**src/rtl/serv_dbus_ctrl.sv**
```systemverilog
// serv_dbus_ctrl: data-bus controller behind the buffer register.
// Collects serial store data, runs one classic Wishbone transaction per
// i_start, then aligns, extends and streams load data back serially.
//
// Ports:
//   i_clk, i_rst                  clock, synchronous active-high reset
//   i_en                          serial step enable (store shift-in, load shift-out)
//   i_start, i_we, i_size,
//   i_signed, i_lsb, i_adr        transaction request, sampled on i_start
//   i_rs2                         serial store data, LS chunk first
//   o_rd                          serial load result, LS chunk first (zero when !i_en)
//   o_busy, o_done, o_misalign    status; done/misalign are one-cycle pulses
//   o_dbus_*                      bus request (adr, dat, sel, we, cyc)
//   i_dbus_rdt, i_dbus_ack        bus response
module serv_dbus_ctrl #(
  parameter int unsigned BITS_PER_CYCLE = 8
) (
  input  logic                      i_clk,
  input  logic                      i_rst,
  input  logic                      i_en,
  input  logic                      i_start,
  input  logic                      i_we,
  input  logic [1:0]                i_size,
  input  logic                      i_signed,
  input  logic [1:0]                i_lsb,
  input  logic [31:0]               i_adr,
  input  logic [BITS_PER_CYCLE-1:0] i_rs2,
  output logic [BITS_PER_CYCLE-1:0] o_rd,
  output logic                      o_busy,
  output logic                      o_done,
  output logic                      o_misalign,
  output logic [31:0]               o_dbus_adr,
  output logic [31:0]               o_dbus_dat,
  output logic [3:0]                o_dbus_sel,
  output logic                      o_dbus_we,
  output logic                      o_dbus_cyc,
  input  logic [31:0]               i_dbus_rdt,
  input  logic                      i_dbus_ack
);

  localparam int unsigned LB    = $clog2(BITS_PER_CYCLE);
  localparam int unsigned STEPS = 32 / BITS_PER_CYCLE;
  localparam int unsigned CW    = $clog2(STEPS);

  typedef enum logic {IDLE, BUS} state_t;

  state_t      state, state_nxt;
  logic        launch, capture, done_nxt, misalign_nxt, misaligned;

  logic [31:0] adr, dat, wdat, rdat;
  logic [3:0]  sel;
  logic        we;
  logic [1:0]  size;
  logic        sgn;
  logic [1:0]  lsb;
  logic        sign_bit;
  logic [CW-1:0] cnt;
  logic        wrapped;
  logic        done, misalign;

  logic [31:0] dat_c;
  logic [3:0]  sel_c;
  logic [31:0] rdt_shift;
  logic        rdt_sign;
  logic [5:0]  pos;
  logic        in_width;
  logic        fill;
  logic [BITS_PER_CYCLE-1:0] chunk;

  // Access rule: halves need lsb[0]==0, words (incl. size 11) need lsb==00
  assign misaligned = ((i_size == 2'b01) && i_lsb[0]) ||
                      (i_size[1] && (i_lsb != 2'b00));

  // Write-data replication and byte enables for the requested access
  always_comb begin
    dat_c = wdat;
    sel_c = 4'b1111;
    case (i_size)
      2'b00: begin
        dat_c = {4{wdat[7:0]}};
        sel_c = 4'(4'b0001 << i_lsb);
      end
      2'b01: begin
        dat_c = {2{wdat[15:0]}};
        sel_c = 4'(4'b0011 << i_lsb);
      end
      default: begin
        dat_c = wdat;
        sel_c = 4'b1111;
      end
    endcase
  end

  // Load alignment: bring the addressed byte/half down to bit 0
  assign rdt_shift = i_dbus_rdt >> {lsb, 3'b000};

  always_comb begin
    rdt_sign = rdt_shift[31];
    case (size)
      2'b00:   rdt_sign = rdt_shift[7];
      2'b01:   rdt_sign = rdt_shift[15];
      default: rdt_sign = rdt_shift[31];
    endcase
  end

  // FSM state register
  always_ff @(posedge i_clk) begin
    if (i_rst) state <= IDLE;
    else       state <= state_nxt;
  end

  // FSM next state and control strobes
  always_comb begin
    state_nxt    = state;
    launch       = 1'b0;
    capture      = 1'b0;
    done_nxt     = 1'b0;
    misalign_nxt = 1'b0;
    case (state)
      IDLE: begin
        if (i_start) begin
          if (misaligned) begin
            misalign_nxt = 1'b1;
          end else begin
            launch    = 1'b1;
            state_nxt = BUS;
          end
        end
      end
      BUS: begin
        if (i_dbus_ack) begin
          done_nxt  = 1'b1;
          capture   = !we;
          state_nxt = IDLE;
        end
      end
      default: state_nxt = IDLE;
    endcase
  end

  // Request capture, store shift register, load shift register and counter
  always_ff @(posedge i_clk) begin
    if (i_rst) begin
      adr      <= '0;
      dat      <= '0;
      sel      <= '0;
      we       <= 1'b0;
      size     <= '0;
      sgn      <= 1'b0;
      lsb      <= '0;
      wdat     <= '0;
      rdat     <= '0;
      sign_bit <= 1'b0;
      cnt      <= '0;
      wrapped  <= 1'b0;
      done     <= 1'b0;
      misalign <= 1'b0;
    end else begin
      done     <= done_nxt;
      misalign <= misalign_nxt;
      if (launch) begin
        adr  <= i_adr;
        dat  <= dat_c;
        sel  <= sel_c;
        we   <= i_we;
        size <= i_size;
        sgn  <= i_signed;
        lsb  <= i_lsb;
      end
      // Store data is frozen while the bus holds it
      if (i_en && (state == IDLE))
        wdat <= {i_rs2, wdat[31:BITS_PER_CYCLE]};
      // Ack capture wins over a simultaneous shift-out step
      if (capture) begin
        rdat     <= rdt_shift;
        sign_bit <= rdt_sign;
        cnt      <= '0;
        wrapped  <= 1'b0;
      end else if (i_en) begin
        rdat <= rdat >> BITS_PER_CYCLE;
        cnt  <= cnt + CW'(1);
        if (cnt == CW'(STEPS - 1))
          wrapped <= 1'b1;
      end
    end
  end

  // Chunks past the access width (or after the counter wrapped) carry the fill bit
  assign pos      = 6'(cnt) << LB;
  assign in_width = !wrapped && (size[1] || (pos < (size[0] ? 6'd16 : 6'd8)));
  assign fill     = sgn & sign_bit;
  assign chunk    = in_width ? rdat[BITS_PER_CYCLE-1:0] : {BITS_PER_CYCLE{fill}};

  assign o_rd       = i_en ? chunk : '0;
  assign o_busy     = (state == BUS);
  assign o_dbus_cyc = (state == BUS);
  assign o_done     = done;
  assign o_misalign = misalign;
  assign o_dbus_adr = adr;
  assign o_dbus_dat = dat;
  assign o_dbus_sel = sel;
  assign o_dbus_we  = we;

endmodule

```
**config.mk**
```make
export PLATFORM = sky130hd
export DESIGN_NAME = serv_dbus_ctrl
export DESIGN_NICKNAME = d
export VERILOG_FILES = /design/src/rtl/serv_dbus_ctrl.sv
export SDC_FILE = /design/constraint.sdc
export NUM_CORES = 1
export LEC_CHECK = 0
export ABC_AREA = 1
export BUFFER_PORTS_ARGS = -buffer_cell sky130_fd_sc_hd__buf_2
export CAP_MARGIN = 20
export CORE_MARGIN = 2
export CORE_UTILIZATION = 50
export CTS_CLUSTER_DIAMETER = 30
export DETAILED_ROUTE_END_ITERATION = 12
export HOLD_SLACK_MARGIN = 0.05
export PLACE_DENSITY = 0.73
export SYNTH_ARGS = -nofsm -noshare
export SYNTH_HDL_FRONTEND = slang
export SYNTH_SLANG_ARGS = --single-unit
export TNS_END_PERCENT = 5
```
**constraint.sdc**
```tcl
create_clock -name i_clk -period 3.15 [get_ports i_clk]
set_clock_uncertainty 0.05 [all_clocks]
set_input_delay 0.7875 -clock i_clk [delete_from_list [all_inputs] [get_ports i_clk]]
set_output_delay 0.7875 -clock i_clk [all_outputs]
set_load 0.03 [all_outputs]
```
==> impl_metrics.csv, run 1 <==
group,metric,value,unit
floorplan,die_x,115,um
synthesis,synth_cell_type_count,27,
cells_and_area,fillers,1128,
floorplan,coreArea,12000,sq um
setup_path,reg2reg_slack,1160,ps
synthesis,yosys_warnings,0,
synthesis,synth_seq_area_share,0.475,
global_routing,overflow,0,
sta,max-slew-margin-rel,0.492,
global_routing,grt_max_degree,69,
route,vias_per_cell,5.21,
global_routing,grt_pass1_vias,5389,
synthesis,synth-main-ff-cell,"dfxtp_1",
global_routing,grt_pass1_wl,26.0,mm
setup_path,endpoint,"o_rd[0]",
sta,finalSetupTns,0,ps
route,finalWirelength,16.7,mm
synthesis,synth_area_leaders,"dfxtp_1 47%, nand2_1 18%, a21oi_1 10%",
floorplan,std_cell_rows,40,
synthesis,synth.top_cell.area_share,0.475,
power,powerDensity,626,nW/um^2
sta,setup_slack,272,ps
synthesis,avgSynthCellArea,7.07,sq um
floorplan,dieArea,13100,sq um
synthesis,post-synth-top-area-cell,"dfxtp_1",
cells_and_area,layout-drive-gt1-share,0.216,
route,wl_per_cell,14.3,um
sta,final_max_slew_viol_count,0,
clock_network,cts.sinks,145,
clock_network,post_cts_buffers,0,
setup_path,r2r_cells,8,
placement,port_buffers,163,
sta,hold_viol_final,0,
cells_and_area,final_common_cell,"nand2_1",
global_routing,antenna_found_initial,0,
sta,fin_crit_sh,0.914,
placement,place_ws,623,ps
route,ant_nets,0,
floorplan,initial_core_util,0.511,
power,vdd_drop_max,0.542,mV
synthesis,synth_fp_nets,950,
route,drc,0,
cells_and_area,diodes,0,
clock_network,cts_made_buffers,17,
placement,gp_congestion,0.835,
cells_and_area,layout_common_cells,"286 x nand2_1, 163 x buf_2, 145 x dfxtp_1",
clock_network,htree_levels,4,
setup_path,start_kind,"flop",
sta,setup_viol,0,
clock_network,cts_buffer_depth,2,
setup_path,timing.rr.start,"o_busy",
synthesis,ys_ff_latch,145,
clock_network,cts_tree,"built",
cells_and_area,area_growth,23.5,%
sta,period_minus_slack,2880,ps
min_path,hold_path.class,"flop to flop",
setup_path,critPathLaunch,"size[0]",
sta,rsz0062_at_grt,"false",
floorplan,ioPinCount,164,
setup_path,end_kind,"output pin",
placement,dp_hpwl,11.0,mm
power,power,4730,uW
setup_path,rr_endpoint,"o_dbus_adr[10]",
setup_path,crit_type,"flop to output pin",
setup_path,required,2310,ps
sta,worst_slew_pin_slew,761,ps
cells_and_area,fin_nets,1088,
power,p_leak,0.00340,uW
synthesis,syn_inst,865,
synthesis,synth_edf_count,0,
sta,max_freq,347,MHz
floorplan,die_h,115,um
route,drtIter0Drc,470,
setup_path,cp.arrival,2040,ps
flow_run,drv_cap,0,
global_routing,grt_use_total,0.248,
sta,holdWs,405,ps
synthesis,netlist_area,6120,sq um
synthesis,async_flop_share,0,
route,firstDrtPassIters,5,
route,vias,6055,
clock_network,root_buffer,"clkbuf_16",
outcome,status,"completed",
setup_path,crit_path_max_fanout,9,
min_path,hold_path_depth,2,
clock_network,clock_latency,410,ps
clock_network,clk_pin_slew_worst_paths,60,ps
cell type report:
class,instances,area (sq um),area share
sequential,145,2900,0.384
multi-input combinational,626,2810,0.371
timing repair buffer,178,941,0.125
clock buffer,19,433,0.0573
tap,147,184,0.0243
clock inverter,12,159,0.0210
inverter,35,131,0.0174
worst min path at each step:
stage | start | end | slack [ps]
after global placement | sign_bit | sign_bit | 390
after detailed placement | sign_bit | sign_bit | 400
final | sign_bit | sign_bit | 410
after floorplan | sign_bit | sign_bit | 380
after global routing | o_dbus_adr[31] | o_dbus_adr[31] | 430
after CTS | sign_bit | sign_bit | 410
repair_timing:
action	4_1_cts	5_1_grt
resized for setup	0	1
hold buffers	0	0
setup endpoints to repair	0	1
critical path, stage by stage, from the launching register on:
cell     delay (ps)
dfxtp_1         340
inv_1            80
ha_1            290
o21ai_0          80
nand2_1          70
nand2_1          70
nand2_2         110
nand2_1          80
nand2_1         150
nor2_1          130
buf_2           200
kinds of logic after synthesis:
kind of cell    synth area share
fa+ha+maj                0.00409
buf+inv                   0.0673
flops                      0.475
compound gates             0.198
xor+xnor                 0.00143
simple gates               0.254
flip-flops by register name, indices dropped and copies added (netlist names):
register	count
sgn	1
rdat	32
o_misalign	1
size	2
o_busy	1
o_dbus_we	1
o_dbus_dat	32
sign_bit	1
o_done	1
o_dbus_adr	32
wrapped	1
wdat	32
o_dbus_sel	4
cnt	2
lsb	2
routing by layer:
metal,GRT usage,wire [um],up-vias
met5,0,0,-
met1,0.319,7410,2761
met2,0.421,8250,168
met4,0.0659,149,0
li1,-,-,3112
met3,0.0572,838,14
where the power goes:
group | switching, uW | total [uW] | internal [uW]
logic | 474 | 695 | 220
clock network | 777 | 2020 | 1250
registers | 66.0 | 2010 | 1940
total | 1320 | 4730 | 3410
cell usage after synthesis (2+ instances only):
cell type    n
ha_1         2
nand3_1     41
buf_2       23
nor2_1      56
buf_1        6
o21ai_0     90
dfxtp_1    145
o211ai_1    15
clkbuf_1    25
buf_6        3
or2_2        2
inv_2        4
nand2_1    287
buf_4        2
a21oi_1    122
inv_1       31
through the flow:
stage	instances	cell area [sq um]	util
global route	1162	7560	0.632
detailed placement	1131	6960	0.582
global placement	1131	6960	0.582
finish	1162	7560	0.632
floorplan	865	6120	-
CTS	1162	7550	0.631
Note: power is estimated with default switching activity, not from simulation.
==> inputs of run 2 (changes only) <==
--- a/config.mk
+++ b/config.mk
@@ -6,14 +6,15 @@
 export NUM_CORES = 1
 export LEC_CHECK = 0
 export ABC_AREA = 1
-export BUFFER_PORTS_ARGS = -buffer_cell sky130_fd_sc_hd__buf_2
 export CAP_MARGIN = 20
 export CORE_MARGIN = 2
 export CORE_UTILIZATION = 50
 export CTS_CLUSTER_DIAMETER = 30
 export DETAILED_ROUTE_END_ITERATION = 12
+export DONT_BUFFER_PORTS = 1
 export HOLD_SLACK_MARGIN = 0.05
-export PLACE_DENSITY = 0.73
+export MAX_ROUTING_LAYER = met4
+export PLACE_DENSITY = 0.62
 export SYNTH_ARGS = -nofsm -noshare
 export SYNTH_HDL_FRONTEND = slang
 export SYNTH_SLANG_ARGS = --single-unit
==> impl_metrics.csv, run 2 (synthesis gave the netlist of run 1 again) <==
group,metric,value,unit
outcome,status,"completed",
clock_network,post_cts_resized,0,
setup_path,start_kind,"flop",
placement,dp_cells,970,
setup_path,required,2310,ps
route,wl_per_cell,16.0,um
setup_path,max_stage_delay,340,ps
cells_and_area,fin_nets,928,
floorplan,ioPinCount,164,
route,finalWirelength,16.1,mm
flow_run,drv_cap,0,
setup_path,end_kind,"output pin",
clock_network,post_cts_buffers,0,
global_routing,grt_pass1_vias,4981,
power,combPwrFrac,0.110,
clock_network,cts.sinks,145,
clock_network,cts_made_buffers,17,
sta,setup_viol,0,
global_routing,grt_max_degree,83,
setup_path,crit_path_max_fanout,9,
floorplan,std_cell_rows,40,
power,internal-power,3150,uW
sta,final_max_slew_viol_count,0,
sta,worst_slew_pin_slew,951,ps
global_routing,grt_use_total,0.246,
global_routing,top_usage_layer,"met2",
floorplan,coreArea,12000,sq um
sta,max_freq,338,MHz
clock_network,cts_tree,"built",
global_routing,grt_pass1_wl,24.7,mm
setup_path,crit_type,"flop to output pin",
setup_path,path_cells,"inv_1 > ha_1 > o21ai_0 > nand2_1 > nand2_1 > nand2_1 > nand2_1 > nand2_1 > nor2_1 > buf_4",
floorplan,die_h,115,um
cells_and_area,fin_cells,1003,
floorplan,dieArea,13100,sq um
global_routing,antenna_found_initial,0,
cells_and_area,layout-drive-gt1-share,0.0689,
power,powerDensity,657,nW/um^2
route,firstDrtPassIters,5,
global_routing,met1_usage,0.289,
clock_network,htree_levels,4,
floorplan,die_x,115,um
sta,max-slew-margin-rel,0.363,
cells_and_area,fillers,1190,
global_routing,gr-usage-met2,0.399,
cells_and_area,layout_common_cells,"287 x nand2_1, 145 x dfxtp_1, 122 x a21oi_1",
route,vias_per_cell,5.54,
clock_network,cts_hold_buf,0,
power,switchingPower,1260,uW
cells_and_area,final_common_cell,"nand2_1",
min_path,hold_path.class,"primary input to flop",
setup_path,crit_top_cell,"nand2_1",
clock_network,cts_buffer_depth,2,
global_routing,grt_use_met3,0.0672,
sta,period_minus_slack,2960,ps
global_routing,overflow,0,
power,p_sw_frac,0.285,
floorplan,initial_core_util,0.511,
route,ant_nets,0,
sta,hold_viol_final,0,
power,seq_power_share,0.477,
setup_path,crit_slowest_cell,"dfxtp_1",
power,clock_power_share,0.413,
sta,rsz0062_at_grt,"false",
power,vdd_drop_max,0.346,mV
placement,dp_hpwl,10.8,mm
route,drtIter0Drc,342,
clock_network,clk_pin_slew_worst_paths,60,ps
clock_network,root_buffer,"clkbuf_16",
power,p_leak,0.00263,uW
placement,port_buffers,0,
setup_path,cp.arrival,2120,ps
route,drc,0,
placement,gp_congestion,0.849,
clock_network,clock_latency,420,ps
cells_and_area,post-route-util,0.561,
sta,finalSetupTns,0,ps
cells_and_area,area_growth,9.74,%
route,vias,5561,
cells_and_area,diodes,0,
sta,fin_crit_sh,0.939,
-- run 2: cell count changes in the layout (fill, tap and decap cells not counted) --
cell,change
buf_4,+3
nand2_1,+1
clkinvlp_4,+2
nand2_2,-1
buf_2,-163
clkbuf_8,+2
bufinv_16,-3
clkinv_4,+1
inv_6,-1
-- run 2: final timing paths --
path,startpoint,endpoint,slack [ps],depth (start not counted)
max,size[0],o_rd[5],190,10
min,i_rst,o_dbus_adr[13],390,1
max reg2reg,o_dbus_we,rdat[19],1100,6
min reg2reg,rdat[25],rdat[25],410,2
-- run 2: worst max-delay path, delay by kind of cell, from the launching register on --
| family | cells | cell delay [ps] |
|---|---|---|
| buf+inv | 2 | 240 |
| compound gates | 1 | 80 |
| flops | 1 | 340 |
| simple gates | 6 | 760 |
| fa+ha+maj | 1 | 280 |
-- run 2: cell type report --
type	count	area (sq um)	area share
Clock buffer	21	460	0.0686
Clock inverter	11	83.8	0.0125
Inverter	35	131	0.0196
Multi-Input combinational cell	626	2800	0.418
Sequential cell	145	2900	0.432
Tap cell	147	184	0.0274
Timing Repair Buffer	18	148	0.0220
-- run 2: power by group through the flow --
stage / Sequential [uW] / Clock (uW) / Combinational, uW
after floorplan: 2110 / 0 / 401
after global placement: 2140 / 0 / 471
after detailed placement: 2140 / 0 / 482
after CTS: 2100 / 1850 / 484
after global routing: 2110 / 1930 / 549
final: 2100 / 1820 / 486
-- run 2: routing by layer --
layer / part of all wire / wire length (um) / vias up
met3: 0.064 / 1030 / 29
met4: 0.023 / 377 / 0
met2: 0.49 / 7910 / 164
li1: - / - / 2792
met5: 0 / 0 / -
met1: 0.42 / 6740 / 2576
-- run 2: per-stage QoR --
stage          instance area, sq um  worst slack (ps)  hold WS, ps  total power, uW
6_report                       6710               193          386             4410
5_1_grt                        6710              19.3          366             4600
4_1_cts                        6690               179          370             4440
3_5_place_dp                   6150               635          392             2620
3_3_place_gp                   6150               706          388             2610
2_1_floorplan                  6120               708          376             2520
==> inputs of run 3 (changes only) <==
--- a/config.mk
+++ b/config.mk
@@ -7,14 +7,13 @@
 export LEC_CHECK = 0
 export ABC_AREA = 1
 export CAP_MARGIN = 20
-export CORE_MARGIN = 2
-export CORE_UTILIZATION = 50
+export CORE_UTILIZATION = 60
 export CTS_CLUSTER_DIAMETER = 30
 export DETAILED_ROUTE_END_ITERATION = 12
 export DONT_BUFFER_PORTS = 1
 export HOLD_SLACK_MARGIN = 0.05
 export MAX_ROUTING_LAYER = met4
-export PLACE_DENSITY = 0.62
+export PLACE_DENSITY = 0.73
 export SYNTH_ARGS = -nofsm -noshare
 export SYNTH_HDL_FRONTEND = slang
 export SYNTH_SLANG_ARGS = --single-unit
==> impl_metrics.csv, run 3 (synthesis gave the netlist of run 1 again) <==
group,metric,value,unit
setup_path,crit_type,"flop to output pin",
setup_path,crit_path_max_fanout,9,
sta,setup_viol,0,
route,finalWirelength,16.1,mm
sta,max_freq,346,MHz
route,wl_per_cell,16.3,um
sta,worst_slew_pin_slew,746,ps
placement,dp_cells,960,
floorplan,die_h,103,um
floorplan,ioPinCount,164,
floorplan,dieArea,10600,sq um
clock_network,root_buffer,"clkbuf_8",
clock_network,clock_latency,520,ps
setup_path,start_kind,"flop",
cells_and_area,layout_common_cells,"285 x nand2_1, 145 x dfxtp_1, 122 x a21oi_1",
sta,max-slew-margin-rel,0.502,
setup_path,reg2reg_slack,920,ps
clock_network,htree_levels,4,
global_routing,grt_use_total,0.308,
setup_path,crit_cells,10,
global_routing,grt_pass1_wl,24.3,mm
global_routing,grt_pass1_vias,5110,
setup_path,r2r_cells,6,
clock_network,cts_made_buffers,17,
clock_network,cts.sinks,145,
sta,period_minus_slack,2890,ps
power,powerDensity,668,nW/um^2
global_routing,grt_max_degree,83,
setup_path,crit_top_cell,"nand2_1",
setup_path,crit_buf_inv,2,
setup_path,critPathLaunch,"size[0]",
floorplan,initial_core_util,0.623,
cells_and_area,post-route-util,0.685,
setup_path,timing.rr.start,"o_dbus_we",
cells_and_area,fin_cells,991,
clock_network,cts_hold_buf,0,
sta,rsz0062_at_grt,"false",
placement,gp_congestion,0.871,
floorplan,die_x,103,um
global_routing,grt_use_met3,0.0637,
clock_network,post_cts_buffers,0,
sta,final_max_slew_viol_count,0,
setup_path,endpoint,"o_rd[5]",
clock_network,clk_pin_slew_worst_paths,70,ps
route,vias,5728,
cells_and_area,final_common_cell,"nand2_1",
route,drtIter0Drc,272,
setup_path,max_stage_delay,350,ps
sta,finalSetupTns,0,ps
sta,hold_viol_final,0,
global_routing,top_usage_layer,"met2",
cells_and_area,area_growth,10.0,%
placement,dp_hpwl,10.8,mm
setup_path,end_kind,"output pin",
global_routing,met1_usage,0.330,
global_routing,overflow,0,
sta,fin_crit_sh,0.918,
setup_path,path_cells,"inv_1 > ha_1 > o21ai_0 > nand2_1 > nand2_1 > nand2_2 > nand2_1 > nand2_2 > nor2_1 > buf_4",
route,drc,0,
placement,port_buffers,0,
setup_path,cp_top_family,"simple AND/OR/NAND/NOR gates",
floorplan,coreArea,9820,sq um
cells_and_area,diodes,0,
route,ant_nets,0,
setup_path,required,2310,ps
setup_path,rr_endpoint,"rdat[27]",
cells_and_area,layout-drive-gt1-share,0.0758,
route,firstDrtPassIters,6,
global_routing,antenna_found_initial,0,
min_path,hold_path.class,"primary input to flop",
outcome,status,"completed",
power,vdd_drop_max,0.462,mV
clock_network,cts_buffer_depth,2,
global_routing,gr-usage-met2,0.547,
clock_network,cts_tree,"built",
route,vias_per_cell,5.78,
power,p_leak,0.00266,uW
setup_path,cp.arrival,2050,ps
cells_and_area,fin_nets,931,
flow_run,drv_cap,0,
floorplan,std_cell_rows,36,
setup_path,crit_slowest_cell,"dfxtp_1",
==> run 3: changes by cell type in the layout (fill, tap and decap cells not counted), moves of 2 or more <==
cell and delta:
clkbuf_1 -2, inv_6 +4, clkinvlp_4 -2, nand2_1 -2
clkinv_4 -2, buf_4 +4, inv_8 +2, nand2_2 +2
==> run 3: cell type report <==
| cell class | instances | area (sq um) |
|---|---|---|
| Multi-Input combinational cell | 626 | 2810 |
| Timing Repair Buffer | 21 | 158 |
| Sequential cell | 145 | 2900 |
| Fill cell | 843 | 3090 |
| Tap cell | 133 | 166 |
| Clock buffer | 17 | 414 |
| Clock inverter | 14 | 150 |
| Inverter | 35 | 131 |
==> run 3: worst min path at each step <==
stage	start	to	slack (ps)	depth (start not counted)
after detailed placement	sign_bit	sign_bit	390	2
after global routing	i_rst	o_dbus_adr[9]	270	1
after floorplan	sign_bit	sign_bit	380	2
final	i_rst	o_dbus_adr[16]	280	1
after global placement	sign_bit	sign_bit	390	2
after CTS	i_rst	o_dbus_adr[16]	270	1
==> run 3: metrics by stage <==
step           setup slack, ps  area [sq um]  hold slack [ps]  power (uW)
3_5_place_dp               669          6160              394        2620
6_report                   258          6730              278        4500
3_3_place_gp               738          6160              391        2600
4_1_cts                    116          6730              271        4510
2_1_floorplan              708          6120              376        2520
5_1_grt                   40.9          6730              266        4670
==> run 3: what timing repair did <==
action | 4_1_cts | 5_1_grt
resized for setup | 0 | 2
endpoints found under the setup margin | 0 | 8
hold endpoints to repair | 0 | 0
==> run 3: metal layers <==
| metal | vias to the layer above | wire (um) | part of all wire |
|---|---|---|---|
| li1 | 2797 | - | - |
| met1 | 2659 | 6240 | 0.39 |
| met2 | 234 | 8230 | 0.51 |
| met3 | 38 | 1140 | 0.071 |
| met4 | 0 | 506 | 0.031 |
| met5 | - | 0 | 0 |
==> run 3: power by group <==
| part | total [uW] | internal [uW] | switching, uW |
|---|---|---|---|
| clock | 1900 | 1070 | 831 |
| combinational | 491 | 161 | 330 |
| sequential | 2100 | 1940 | 160 |
